==> src/rtl/counterd_pkg.sv <==
// Shared types for the counterd down-counter: FSM state encoding and the
// reload-mode encodings captured on a load edge.
package counterd_pkg;

  typedef enum logic [1:0] {
    IDLE = 2'd0,
    RUN  = 2'd1,
    DONE = 2'd2
  } state_t;

  localparam logic PERIODIC = 1'b0;
  localparam logic ONESHOT  = 1'b1;

endpackage

==> src/rtl/counterd.sv <==
// Loadable down-counter with periodic auto-reload or one-shot expiry.
// All outputs are registered; the FSM and the datapath share one clocked block.
module counterd
  import counterd_pkg::*;
#(
  parameter int N = 4
) (
  output logic [N-1:0] out,
  output logic         tc,
  output logic         done,
  input  logic         clk,
  input  logic         reset,
  input  logic         enable,
  input  logic         load,
  input  logic [N-1:0] din,
  input  logic         mode
);

  state_t       state;
  logic [N-1:0] reload;
  logic         mode_q;

  always_ff @(posedge clk or negedge reset) begin
    if (!reset) begin
      state  <= IDLE;
      out    <= '0;
      reload <= '0;
      mode_q <= PERIODIC;
      tc     <= 1'b0;
      done   <= 1'b0;
    end else if (load) begin
      // Load wins over enable from every state and clears any expiry.
      out    <= din;
      reload <= din;
      mode_q <= mode;
      state  <= RUN;
      tc     <= 1'b0;
      done   <= 1'b0;
    end else begin
      case (state)
        IDLE: begin
          out  <= '0;
          tc   <= 1'b0;
          done <= 1'b0;
        end
        RUN: begin
          tc <= 1'b0;
          if (enable) begin
            if (out != '0) begin
              out <= out - N'(1);
            end else if (mode_q == PERIODIC) begin
              // Terminal count: the zero cycle is part of the period (reload+1).
              out <= reload;
              tc  <= 1'b1;
            end else begin
              tc    <= 1'b1;
              done  <= 1'b1;
              state <= DONE;
            end
          end
        end
        DONE: begin
          out  <= '0;
          tc   <= 1'b0;
          done <= 1'b1;
        end
        default: begin
          state <= IDLE;
          out   <= '0;
          tc    <= 1'b0;
          done  <= 1'b0;
        end
      endcase
    end
  end

endmodule

==> config.mk <==
export PLATFORM = sky130hd
export DESIGN_NAME = counterd
export DESIGN_NICKNAME = d
export VERILOG_FILES = /design/src/rtl/counterd_pkg.sv /design/src/rtl/counterd.sv
export SDC_FILE = /design/constraint.sdc
export NUM_CORES = 1
export LEC_CHECK = 0
export CORE_MARGIN = 1
export CORE_UTILIZATION = 48
export DETAILED_ROUTE_END_ITERATION = 10
export PLACE_DENSITY = 0.76
export SLEW_MARGIN = 20
export SYNTH_ARGS = -nofsm -noshare
export SYNTH_HDL_FRONTEND = slang
export SYNTH_SLANG_ARGS = --single-unit
==> constraint.sdc <==
create_clock -name clk -period 2.3 [get_ports clk]
set_clock_uncertainty 0.2 [all_clocks]
set_input_delay 0.345 -clock clk [delete_from_list [all_inputs] [get_ports clk]]
set_output_delay 0.345 -clock clk [all_outputs]
set_load 0.05 [all_outputs]
==> flow_summary.toml <==
[setup_path]
max_stage_delay_ps = 850
cp_data_arrival_time_ps = 1620
start_kind = "flop"
critPathSlowestCell = "clkdlybuf4s50_1"
worst-path-buf-inv = 1
worst-r2r-setup-slack_ps = 430
critical-path-top-delay-family = "buffers and inverters"
reg2regPathDepth = 6
cp_max_fo = 7
critical_path_class = "reg2out"
critPathCaptureType = "primary output"
crit_path_cell_trace = "clkdlybuf4s50_1"
crit_required_ps = 1750
reg2reg_from = "out[0]"
critical_path.reg2reg.endpoint = "done"

[pwr]
internal-power_uw = 505
p_clk_frac = 0.160
ir_drop_mv = 0.526
p_sw_uw = 374
pwr-share-seq = 0.373
total_power_uw = 879
combPwrFrac = 0.467
p_leak_uw = 0.000404
powerDensity_nw_per_um2 = 966
swShare = 0.425

[place]
dp_worst_setup_slack_ps = 383
dpl.hpwl_um = 1080
place_congestion = 0.846
dpl.cell_count = 102
portBuffers = 14

[timing]
worst_pin_slew_ps = 575
fin_crit_sh = 0.943
final-hold-violation-count = 0
setup_viol = 0
fin_crit_ps = 2170
max_freq_mhz = 461
slew_headroom = 0.616
rsz0062_at_grt = "no"
finalSetupTns_ps = 0
post-route-worst-setup-slack_ps = 131
maxSlewViolCount = 0

[clock_network]
h-tree-depth = 1
cts_setup_buffers = 0
cts_tree = "yes"
insertion_delay_ps = 270
clockRootBuffer = "clkbuf_4"
ctsResizeCount = 0
cts_buffers = 3
hold_buffers = 0
path_clk_slew_ps = 80
clock_path_buffers = 2
clock_sinks = 13

[final_layout]
area.growth.synth_to_final_pct = 26.0
multiInputGateArea_um2 = 350
stdcell_count = 106
n_antenna_cell = 0
fillers = 109
nNetsFinal = 105
drive_above_1_share = 0.0989
regArea_um2 = 325

[floorplanning]
dieArea_um2 = 1660
die_y_um = 40.8
num_io_pins = 15
initial_utilization = 0.535
die_x_um = 40.8
placeableCoreArea_um2 = 1350
rows = 13

[global_route]
grt.total_usage = 0.213
antenna_found_initial = 0
grt_max_degree = 14
first_global_vias = 527
grt-ovfl-total = 0
grt_pass1_wl_um = 2270

[synthesis]
netlist_area_um2 = 722
ys_seq_area_frac = 0.451
synthCells = 73
ys_seq_elements = 13
yosysWarnings = 0
avgSynthCellArea_um2 = 9.89
yosysUniqueCellTypes = 29
yosys.area.top_type = "dfrtp_1"
netlist.area_leader.share = 0.451
synth_nets = 86
ys_top_cells_by_area = "dfrtp_1 45%, ha_1 6.9%, inv_1 5.2%, o21ai_0 3.5%, nand2_1 3.1%"

[status]
status = "completed"

[route]
viasPerCell = 5.73
wirelength_um = 1410
ant_nets = 0
firstDrtPassIters = 4
routedWlPerCell_um = 13.3
first_iter_violations = 19
route.detailed.drc = 0
vias = 607

[hold_path]
hp-class = "in2async"

[job]
max_cap_viol_count = 0
==> worst max-delay path by stage <==
| stage | start | to | slack (ps) | depth (start not counted) |
|---|---|---|---|---|
| 3_5_place_dp | load | out[3] | 380 | 5 |
| 4_1_cts | out[3] | out[3] | 130 | 1 |
| 5_1_grt | out[3] | out[3] | 60 | 1 |
| 6_report | out[3] | out[3] | 130 | 1 |
| 2_1_floorplan | out[0] | done | 240 | 6 |
| 3_3_place_gp | load | out[3] | 380 | 5 |
==> layer usage <==
metal / GRT usage / wire [um] / up-vias
li1: - / - / 298
met1: 0.297 / 700 / 290
met2: 0.309 / 631 / 17
met3: 0.0652 / 61 / 2
met4: 0.0750 / 12 / 0
met5: 0 / 0 / -
==> final cells by class <==
type / instances / area share
flip-flops and latches: 13 / 0.358
multi-input cells: 48 / 0.385
repair buffers: 15 / 0.162
clock buffers: 4 / 0.0289
well taps: 15 / 0.0206
inverters: 11 / 0.0454
==> cell usage after synthesis <==
master,count
dfrtp_1,13
inv_1,10
nand2_1,6
nor2_1,6
o21ai_0,5
ha_1,4
nand2b_1,3
o21ai_1,3
a21oi_1,2
nand4bb_1,2
a211oi_1,1
a221oi_2,1
a311oi_1,1
a31oi_1,1
a41oi_1,1
and2_1,1
buf_2,1
inv_2,1
mux2_2,1
mux2i_1,1
nand4_1,1
nor3b_4,1
nor4b_1,1
o2111ai_1,1
o211ai_1,1
o221a_1,1
o31ai_1,1
o31ai_2,1
o32ai_1,1
==> cells in the final DEF (no fill, tap or decap), types with 2 or more instances in the layout <==
cell / Yosys / layout
a21oi_1: 2 / 2
nand4bb_1: 2 / 2
inv_1: 10 / 10
clkbuf_4: 0 / 3
nor2_1: 6 / 6
clkdlybuf4s50_1: 0 / 14
dfrtp_1: 13 / 13
o21ai_0: 5 / 5
nand2b_1: 3 / 3
o21ai_1: 3 / 3
nand2_1: 6 / 6
ha_1: 4 / 4
==> state kept, by name, summed over array words and instances (netlist names) <==
register and cells:
mode_q 1, reload 4, done 1, out 4, state 2, tc 1
==> cells by family (layout without fill, tap and decap cells) <==
family / after synthesis / in the layout / synth area share
AOI/OAI and AO/OA: 21 / 21 / 0.211
adders and majority gates: 4 / 4 / 0.0693
buffers and inverters: 12 / 30 / 0.0641
DFF: 13 / 13 / 0.451
muxes: 2 / 2 / 0.0295
and+or+nand+nor: 21 / 21 / 0.175
==> power by group through the flow <==
stage	Combinational, uW	Sequential (uW)	Clock [uW]
floorplan	198	421	0
detailed placement	412	331	0
finish	410	328	141
global placement	407	330	0
CTS	413	327	144
global route	452	336	156
==> per-stage QoR <==
step,util,cell area [um2],hold slack (ps)
floorplan,-,722,-151
finish,0.674,910,236
detailed placement,0.654,883,326
CTS,0.674,910,256
global placement,0.654,883,318
global route,0.674,910,295
(Power assumes the default switching activity.)
